--- src/rtl/encoder_pipe.sv ---
// Registered MSB-priority N-to-log2(N) encoder with a 2-entry output FIFO.
// Build option: define ENCODER_ONEHOT_CHECK_EN to enable multi-hot detection (err, err_cnt).
module encoder_pipe #(
    parameter  int N = 4,
    localparam int W = $clog2(N)
) (
    input  logic         clk,
    input  logic         rst,
    input  logic         in_valid,
    output logic         in_ready,
    input  logic [N-1:0] D,
    output logic         out_valid,
    input  logic         out_ready,
    output logic [W-1:0] Y,
    output logic         V,
    output logic         err,
    output logic [7:0]   err_cnt,
    output logic [1:0]   o_dbg_state
);

    typedef enum logic [1:0] {
        S_EMPTY = 2'd0,
        S_ONE   = 2'd1,
        S_TWO   = 2'd2
    } state_t;

    state_t       r_state;
    state_t       w_next_state;
    logic         r_in_ready;

    // Head entry drives the outputs directly; tail holds the second word.
    logic [W-1:0] r_head_y;
    logic         r_head_v;
    logic         r_head_err;
    logic [W-1:0] r_tail_y;
    logic         r_tail_v;
    logic         r_tail_err;

    logic         w_accept;
    logic         w_pop;
    logic         w_load_head_new;
    logic         w_load_head_tail;
    logic         w_load_tail;

    logic [W-1:0] w_y;
    logic         w_v;
    logic         w_err;

    // Handshake: a word transfers on a rising edge only when valid and ready
    // are both high; valid never waits on ready, and in_ready depends only on
    // registered state so there is no combinational path from out_ready.
    assign w_accept  = in_valid && r_in_ready;
    assign out_valid = (r_state != S_EMPTY);
    assign w_pop     = out_valid && out_ready;
    assign in_ready  = r_in_ready;

    always_comb begin
        w_y = '0;
        w_v = 1'b0;
        for (int i = 0; i < N; i++) begin
            if (D[i]) begin
                w_y = W'(i);
                w_v = 1'b1;
            end
        end
    end

`ifdef ENCODER_ONEHOT_CHECK_EN
    logic [7:0] r_err_cnt;

    // Clearing the lowest set bit leaves something only if two or more were set.
    assign w_err = |(D & (D - N'(1)));

    always_ff @(posedge clk or posedge rst) begin
        if (rst) begin
            r_err_cnt <= 8'h00;
        end else if (w_accept && w_err && (r_err_cnt != 8'hFF)) begin
            r_err_cnt <= r_err_cnt + 8'h01;
        end
    end

    assign err_cnt = r_err_cnt;
`else
    assign w_err   = 1'b0;
    assign err_cnt = 8'h00;
`endif

    always_ff @(posedge clk or posedge rst) begin
        if (rst) begin
            r_state    <= S_EMPTY;
            r_in_ready <= 1'b0;
        end else begin
            r_state    <= w_next_state;
            r_in_ready <= (w_next_state != S_TWO);
        end
    end

    always_comb begin
        w_next_state     = r_state;
        w_load_head_new  = 1'b0;
        w_load_head_tail = 1'b0;
        w_load_tail      = 1'b0;
        case (r_state)
            S_EMPTY: begin
                if (w_accept) begin
                    w_next_state    = S_ONE;
                    w_load_head_new = 1'b1;
                end
            end
            S_ONE: begin
                if (w_accept && w_pop) begin
                    w_load_head_new = 1'b1;
                end else if (w_accept) begin
                    w_next_state = S_TWO;
                    w_load_tail  = 1'b1;
                end else if (w_pop) begin
                    w_next_state = S_EMPTY;
                end
            end
            S_TWO: begin
                if (w_pop) begin
                    w_next_state     = S_ONE;
                    w_load_head_tail = 1'b1;
                end
            end
            default: begin
                w_next_state = S_EMPTY;
            end
        endcase
    end

    always_ff @(posedge clk or posedge rst) begin
        if (rst) begin
            r_head_y   <= '0;
            r_head_v   <= 1'b0;
            r_head_err <= 1'b0;
            r_tail_y   <= '0;
            r_tail_v   <= 1'b0;
            r_tail_err <= 1'b0;
        end else begin
            if (w_load_head_new) begin
                r_head_y   <= w_y;
                r_head_v   <= w_v;
                r_head_err <= w_err;
            end else if (w_load_head_tail) begin
                r_head_y   <= r_tail_y;
                r_head_v   <= r_tail_v;
                r_head_err <= r_tail_err;
            end
            if (w_load_tail) begin
                r_tail_y   <= w_y;
                r_tail_v   <= w_v;
                r_tail_err <= w_err;
            end
        end
    end

    assign Y           = r_head_y;
    assign V           = r_head_v;
    assign err         = r_head_err;
    assign o_dbg_state = r_state;

endmodule
--- config.mk ---
export PLATFORM = sky130hd
export DESIGN_NAME = encoder_pipe
export DESIGN_NICKNAME = d
export VERILOG_FILES = /design/src/rtl/encoder_pipe.sv
export SDC_FILE = /design/constraint.sdc
export NUM_CORES = 1
export LEC_CHECK = 0
export ABC_AREA = 0
export CAP_MARGIN = 20
export CORE_MARGIN = 1.5
export CORE_UTILIZATION = 30
export DETAILED_ROUTE_END_ITERATION = 12
export PLACE_DENSITY = 0.68
export SKIP_CTS_REPAIR_TIMING = 1
export SYNTH_ARGS = -nofsm -noshare
export SYNTH_HDL_FRONTEND = slang
export SYNTH_SLANG_ARGS = --single-unit
--- constraint.sdc ---
create_clock -name clk -period 1.3 [get_ports clk]
set_input_delay 0.13 -clock clk [delete_from_list [all_inputs] [get_ports clk]]
set_output_delay 0.13 -clock clk [all_outputs]
set_load 0.02 [all_outputs]
### Word level (Yosys, flattened, before mapping)

Cells that the tools add are included.

* register bits: 10
* input port bits: 8
* output and inout bits: 16
* logic and storage cells: 42

* eq/ne operators: 3
* multiplexer cells: 26
* reductions and logical operators: 6

Operator list (count)
* $mux W2: 9
* $mux W1: 15
* $pmux W2 S3: 1
* $reduce_bool A2 Y1: 2
* $logic_and A1 B1 Y1: 3
* $eq A2 B1 Y1 const B: 1
* $eq A2 B2 Y1 const B: 1
* $logic_not A2 Y1: 1
* $ne A2 B2 Y1 const B: 1
* $pmux W1 S2: 1

### Logic depth before layout (Yosys ltp)

Gate-level depths: netlist of the first run.

* depth after elaboration: 7
* depth in mapped cells: 3
* gate-level depth less buffers: 3

### Least setup slack after synthesis of the first run

OpenSTA, ideal clock, no wires.

* kind: register to register
* start: reg r_state[0] (netlist: o_dbg_state[0])
* end: reg r_head_y[1] (netlist: Y[1])
* setup time: 125 ps
* data arrival time: 1245 ps
* path slack: -70 ps
* stages on the path, launching flop included: 4
* buffers on the path: 0
* clock period less this slack: 1370 ps
* cells stage by stage: dfrtp_1 > nand3b_4 > mux2_4 > mux2_2

* word-level cells in the longest chain between the ends: 6
* elaborated cells on any way between the ends: 12
* classes of those cells: eq/ne: 2; mux: 5; reduce/logical: 5

Ends and longest elaborated chain
* start, declared: RTL line 27 `state_t r_state;`
* start signal, assigned: RTL line 93 `r_state <= w_next_state;`
* $reduce_bool A2 Y1: RTL line 53 `assign out_valid = (r_state != S_EMPTY);`
* $logic_and A1 B1 Y1: RTL line 54 `assign w_pop = out_valid && out_ready;`
* $logic_and A1 B1 Y1: RTL line 111 `if (w_accept && w_pop) begin`
* $mux W1: RTL line 111
* $pmux W1 S2: RTL line 103 `case (r_state)`
* $mux W2 or $reduce_bool A2 Y1 (tied branches)
* end signal, assigned: RTL line 142 `r_head_y <= w_y;`
* end signal, assigned: RTL line 146 `r_head_y <= r_tail_y;`
* end, declared: RTL line 32 `logic [W-1:0] r_head_y;`

Parallel ways exist; a longest one is shown, timed or not.
A chain may end at the register's enable or synchronous reset.

### Worst setup path after layout of the first run

* start: reg r_state[1] (netlist: o_dbg_state[1])
* end: reg r_head_y[1] (netlist: Y[1])

The elaborated chain is that of the path after synthesis.

==> metrics.md, run 1 <==
| Metric | Value |
|---|---|
| Status | `completed` |
| Max cap viols | `0` |
| Final core utilization | `44.0%` |
| H-tree lvl count | `1` |
| Synth warn | `0` |
| N_diodes | `0` |
| DP HPWL | `780 um` |
| Worst vdd ir | `610 uV` |
| Total GRT Usage | `11.2%` |
| Synth Area per Inst | `between 10 and 15 um2` |
| DR iter-0 viols | `1` |
| Clock buffer depth | `2` |
| Antenna Violating Nets Remaining | `0` |
| Final #Nets | `a little under 80` |
| Total gr overflow | `0` |
| Hold WC Path Type | `primary input to asynchronous set/reset pin` |
| Clock sink count | `9` |
| Post-Syn Instances | `48` |
| Routed WL | `990 um` |
| Final hold viol count | `0` |
| Vias in the first global route | `365` |
| Initial Utilization | `between 30% and 40%` |
| Seq/Total Area, Yosys | `41.9%` |
| Fmax | `approximately 780 MHz` |
| Drt drc | `0` |
| Number of core rows | `15` |
| Worst R2R End | `Y[1]` |
| CTS Buf Count | `3` |
| Setup TNS | `0 ns` |
| Worst r2r src | `o_dbg_state[1]` |
| Largest net degree at the start of global routing | `10` |
| R2r setup slk | `0.01 ns` |
| CP max FO | `4` |
| IO buf count | `14` |
| DR WL/cell | `about 10 um` |
| Number of vias per cell | `4.09` |
| Synth Cell Area | `538 um2` |
| Routability cong. | `around 0.68` |
| First-pass GRT wire length | `roughly 1.6 mm` |
| # setup viols final | `0` |
| RSZ-0062 raised after global routing | `true` |
| Slew Viols, Final | `0` |
| CTS root buffer | `clkbuf_4` |
| Reg2reg path depth | `4` |
| Critical path arrival | `between 1 and 1.5 ns` |
| Critical path class | `register to register` |
| Worst path required time | `1.44 ns` |
| Sequential cell area | `228 um2` |
| Fin Clk Skew | `0.00140 ns` |
| Min Tclk post-route | `1.29 ns` |
| Total core area | `~0.0017 mm2` |
| Leak | `0.391 nW` |
| Fillcell total | `168` |
| CTS tree | `done` |
| Drt first pass iters | `2` |
| Antenna violations before repair | `0` |
| Clock Latency Late Sink | `0.25 ns` |
| Synth Register Bits | `9` |
| Pwr dens | `1850 mW/mm2` |
| Share of layout cells above drive strength 1 | `30.0%` |
| Die ar. | `0.00206 mm2` |
| Crit start category | `register` |
| Footprint of the multi-input gates | `264 um2` |
| Chip Height | `45.4 um` |
| Library cells used by synthesis | `19` |
| Type of element capturing the critical path | `register` |
| Die Wd | `about 45 um` |
| Area Overhead vs Synth | `39.8%` |
| Via count | `389` |
| Clk slew on worst S/H paths | `about 0.060 ns` |
| Crit share post-route | `99.1%` |
| I/O pins | `24` |
per-layer routing:
metal	track usage, %	vias to the layer above	wire length (um)
met5	0	-	0
met4	8.82	0	18
met3	1.20	4	34
met2	16.0	16	478
met1	15.3	182	459
li1	-	187	-
kinds of logic (layout without fill, tap and decap cells):
logic type,Yosys count,count (layout),share of synthesized area [%]
AOI/OAI and AO/OA,6,6,6.51
xor gates and xnor gates,1,1,1.63
buffers and inverters,12,26,14.7
DFF,9,9,41.9
muxes,8,8,16.5
other,1,9,0.697
and+or+nand+nor,11,11,18.1
through the flow:
step	hold WS (ns)	total power, mW	instances	setup slack (ns)	cell area, um2
6_report	0.138	1.39	95	0.0111	752
2_1_floorplan	-0.0422	0.924	56	-0.0172	571
5_1_grt	0.173	1.50	95	-0.0367	752
3_3_place_gp	0.415	1.20	91	-0.149	712
3_5_place_dp	0.431	1.22	91	-0.154	712
4_1_cts	0.153	1.44	95	-0.346	738
flip-flops by register name, summed over array words and instances (netlist names):
signal,count
V,1
Y,2
in_ready,1
o_dbg_state,2
r_tail_v,1
r_tail_y,2
cell usage in the layout, fill, tap and decap left out:
cell and instances:
or2_1 1, or2_2 2, buf_6 1, inv_1 3, dlymetal6s2s_1 6, clkbuf_4 3
a21oi_1 1, clkbuf_1 1, buf_4 4, mux2_4 1, xnor2_1 1, dfrtp_1 7
clkbuf_2 1, nor3_1 1, dfrtp_2 2, nand3b_4 2, nor2b_4 1, o21ai_0 3
nor2_1 2, mux2_2 3, o31ai_1 2, nand2b_2 1, nand2_1 1, mux2i_1 4
clkdlybuf4s50_1 7, conb_1 9
area by class of cell:
class                   count  area share [%]
clock buffers               4            3.49
multi-input cells          35            35.1
well taps                  25            4.16
flip-flops and latches      9            30.3
repair buffers             19            25.5
inverters                   3            1.50
worst max-delay path by stage:
stage | start | to | slack [ns] | cells past startpoint
floorplan | o_dbg_state[0] | Y[1] | -0.02 | 3
global placement | out_ready | Y[1] | -0.15 | 4
detailed placement | out_ready | Y[1] | -0.15 | 4
CTS | o_dbg_state[0] | out_valid | -0.35 | 2
global route | o_dbg_state[1] | Y[1] | -0.04 | 4
finish | o_dbg_state[1] | Y[1] | 0.01 | 4
worst max-delay path, cell delays in order (launching register included):
cell and delay, ns:
dfrtp_2 0.43, buf_6 0.13, nand3b_4 0.07, mux2_4 0.29
mux2_2 0.25
synthesized netlist by cell type:
cell,n,area (um2)
o21ai_0,3,15.0
mux2i_1,4,40.0
or2_2,2,12.5
nand3b_4,2,40.0
nor3_1,1,5.00
mux2_4,1,15.0
inv_1,3,11.3
xnor2_1,1,8.76
nor2_1,2,7.51
mux2_2,3,33.8
o31ai_1,2,15.0
nand2b_2,1,8.76
nand2_1,1,3.75
dfrtp_1,9,225
or2_1,1,6.26
buf_4,9,67.6
conb_1,1,3.75
nor2b_4,1,13.8
a21oi_1,1,5.00
power breakdown:
| part | internal (mW) | switching, mW |
|---|---|---|
| registers | 0.402 | 0.0881 |
| clock network | 0.118 | 0.0943 |
| logic | 0.372 | 0.319 |
| total | 0.892 | 0.502 |
Power figures use the tool's default switching activity.
==> inputs of run 2 (changes only) <==
--- a/config.mk
+++ b/config.mk
@@ -8,9 +8,10 @@
 export ABC_AREA = 0
 export CAP_MARGIN = 20
 export CORE_MARGIN = 1.5
-export CORE_UTILIZATION = 30
+export CORE_UTILIZATION = 35
 export DETAILED_ROUTE_END_ITERATION = 12
-export PLACE_DENSITY = 0.68
+export PLACE_DENSITY = 0.77
+export RECOVER_POWER = 50
 export SKIP_CTS_REPAIR_TIMING = 1
 export SYNTH_ARGS = -nofsm -noshare
 export SYNTH_HDL_FRONTEND = slang
==> run 2 against run 1 <==
Net effect: the run now ends with negative setup slack left; wire length is 5.7% lower; power down 0.97%; critical path depth did not move; non-clock buffer count rose by 1; cell count is 9.5% lower; die area down 13%; via count shrank 1.3%; clock skew is 0.00088 ns lower; largest power group unchanged; critical endpoint is now in_ready; sequential cell count did not move; fmax fell by 2.3%; critical path type unchanged.
==> metrics.md, run 2 (synthesized netlist as in run 1, its figures left out) <==
| Metric | Value |
|---|---|
| Via count | `384 (was 389)` |
| IO buf count | `14 (unchanged)` |
| Worst vdd ir | `782 uV (was 610 uV)` |
| Largest net degree at the start of global routing | `10 (unchanged)` |
| Finished layout cell area | `734 um2 (was 752 um2)` |
| Post-place setup slack | `-0.160 ns (was -0.154 ns)` |
| Crit start category | `register (unchanged)` |
| Pwr dens | `1880 mW/mm2 (was 1850 mW/mm2)` |
| WP buf/inv | `1 (unchanged)` |
| Top Layer Used | `met4 (unchanged)` |
| Max cap viols | `0 (unchanged)` |
| Critical path class | `register to register (unchanged)` |
| R2r setup slk | `-0.02 ns (was 0.01 ns)` |
| Crit share post-route | `101% (was 99.1%)` |
| Metal2 WL | `458 um (was 478 um)` |
| RSZ-0062 raised after global routing | `true (unchanged)` |
| Die Wd | `42.2 um (was 45.4 um)` |
| Critical path arrival | `1.46 ns (was 1.43 ns)` |
| Status | `finished, violations left (was completed)` |
| Fmax | `758 MHz (was 776 MHz)` |
| First-pass GRT wire length | `1.58 mm (was 1.59 mm)` |
| Total gr overflow | `0 (unchanged)` |
| Drt drc | `0 (unchanged)` |
| DR WL/cell | `10.9 um (was 10.4 um)` |
| Final hold viol count | `0 (unchanged)` |
| Final #Nets | `80 (was 79)` |
| Number of core rows | `13 (was 15)` |
| Final core utilization | `53.8% (was 44.0%)` |
| Slew Viols, Final | `0 (unchanged)` |
| I/O pins | `24 (unchanged)` |
| CTS tree | `done (unchanged)` |
| DP Area | `707 um2 (was 712 um2)` |
| Sequential cell area | `228 um2 (unchanged)` |
| Footprint of the multi-input gates | `264 um2 (unchanged)` |
| Combinational cell fraction of total power | `49.0% (was 49.6%)` |
| Antenna Violating Nets Remaining | `0 (unchanged)` |
| Vias in the first global route | `390 (was 365)` |
| Clock Latency Late Sink | `0.26 ns (was 0.25 ns)` |
| Number of vias per cell | `4.47 (was 4.09)` |
| Fin Clk Skew | `0.000518 ns (was 0.00140 ns)` |
| Share of layout cells above drive strength 1 | `31.0% (was 30.0%)` |
| N_diodes | `0 (unchanged)` |
| Dpl cells | `82 (was 91)` |
| DR iter-0 viols | `2 (was 1)` |
| CTS Buf Count | `3 (unchanged)` |
| CTS root buffer | `clkbuf_4 (unchanged)` |
| Most used cells in the layout excluding fill and tap cells | `conb_1, dfrtp_1, clkdlybuf4s50_1, buf_4, dlymetal6s2s_1 (was conb_1, dfrtp_1, clkdlybuf4s50_1, dlymetal6s2s_1)` |
| Antenna violations before repair | `0 (unchanged)` |
| Area Overhead vs Synth | `36.5% (was 39.8%)` |
| Clk slew on worst S/H paths | `0.06 ns (about the same)` |
| Power Internal | `879 uW (was 892 uW)` |
| Total GRT Usage | `12.0% (was 11.2%)` |
| P_sw | `501 uW (was 502 uW)` |
| Hold WC Path Type | `primary input to asynchronous set/reset pin (unchanged)` |
| Flop pwr share | `35.1% (about the same)` |
| Clock power frac | `15.8% (was 15.2%)` |
| Crit-path cells | `buf_4 > nand3b_4 > mux2_2 > or2_1 (was buf_6 > nand3b_4 > mux2_4 > mux2_2)` |
| Sw Ratio | `36.3% (was 36.0%)` |
| Clock buffer depth | `2 (unchanged)` |
| Commonest non-fill, non-tap cell in the layout | `conb_1 (unchanged)` |
| Total core area | `0.00137 mm2 (was 0.00171 mm2)` |
| Routed WL | `934 um (was 990 um)` |
| Setup ws final | `-0.0192 ns (was 0.0111 ns)` |
| Fillcell total | `129 (was 168)` |
| CP max FO | `4 (unchanged)` |
| Die ar. | `0.00178 mm2 (was 0.00206 mm2)` |
| Min Tclk post-route | `1.32 ns (was 1.29 ns)` |
| Initial Utilization | `39.4% (was 31.5%)` |
| Routability cong. | `0.731 (was 0.681)` |
| Worst path required time | `1.45 ns (was 1.44 ns)` |
| Finished Layout Cells | `86 (was 95)` |
| Leak | `0.385 nW (was 0.391 nW)` |
| Met3 routed WL | `41 um (was 34 um)` |
| H-tree lvl count | `1 (unchanged)` |
| DP HPWL | `736 um (was 780 um)` |
| Violated checks | `negative setup slack` |
| Metal-1 WL | `421 um (was 459 um)` |
| Hold WS | `0.263 ns (was 0.138 ns)` |
| Chip Height | `42.2 um (was 45.4 um)` |
| Crit-path slowest cell | `dfrtp_2 (unchanged)` |
| Worst path max stage delay | `0.41 ns (was 0.43 ns)` |
| Type of element capturing the critical path | `register (unchanged)` |
| # setup viols final | `1 (was 0)` |
| Crit path max-delay family | `flip-flops (was multiplexers)` |
| Clock sink count | `9 (unchanged)` |
| Drt first pass iters | `4 (was 2)` |
## run 2: cell count changes in the layout (fill, tap and decap cells not counted)
cell and change:
clkbuf_1 +1, clkbuf_2 -1, dlygate4sd3_1 +1, clkdlybuf4s50_1 -1, buf_6 -1, dlymetal6s2s_1 -1
buf_4 +2, buf_2 +1
## run 2: worst paths after layout
check | from | to | cells after the start
max | o_dbg_state[1] | in_ready | 4
min | rst | r_tail_y[1] | 2
max reg2reg | o_dbg_state[1] | in_ready | 4
min reg2reg | r_tail_v | r_tail_v | 2
max in group asynchronous | rst | o_dbg_state[0] | 2
min in group clk | r_tail_v | r_tail_v | 2
## run 2: layer usage
| layer | GRT usage [%] | vias to the layer above |
|---|---|---|
| li1 | - | 193 |
| met1 | 15.0 | 178 |
| met2 | 17.5 | 11 |
| met3 | 2.59 | 2 |
| met4 | 9.38 | 0 |
| met5 | 0 | - |
## run 2: worst register-to-register path, cell delays in order (launching register included)
cell	delay, ns
dfrtp_2	0.41
buf_4	0.14
nand3b_4	0.17
mux2_2	0.28
or2_1	0.21
## run 2: area by class of cell
cell class,count,area share [%]
Tap cell,15,2.56
Clock buffer,4,3.58
Inverter,3,1.53
Sequential cell,9,31.0
Multi-Input combinational cell,35,35.9
Timing Repair Buffer,20,25.4
## run 2: power by group through the flow
stage | logic (mW) | registers (mW) | clock network (mW)
finish | 0.677 | 0.485 | 0.218
global route | 0.730 | 0.500 | 0.235
CTS | 0.731 | 0.488 | 0.219
detailed placement | 0.730 | 0.492 | 0
global placement | 0.720 | 0.489 | 0
floorplan | 0.352 | 0.571 | 0
## run 2: per-stage QoR
step / setup TNS, ns / power [mW]
final: -0.0192 / 1.38
after floorplan: -0.0172 / 0.924
after global routing: -0.168 / 1.46
after CTS: -0.964 / 1.44
after detailed placement: -0.806 / 1.22
after global placement: -0.608 / 1.21
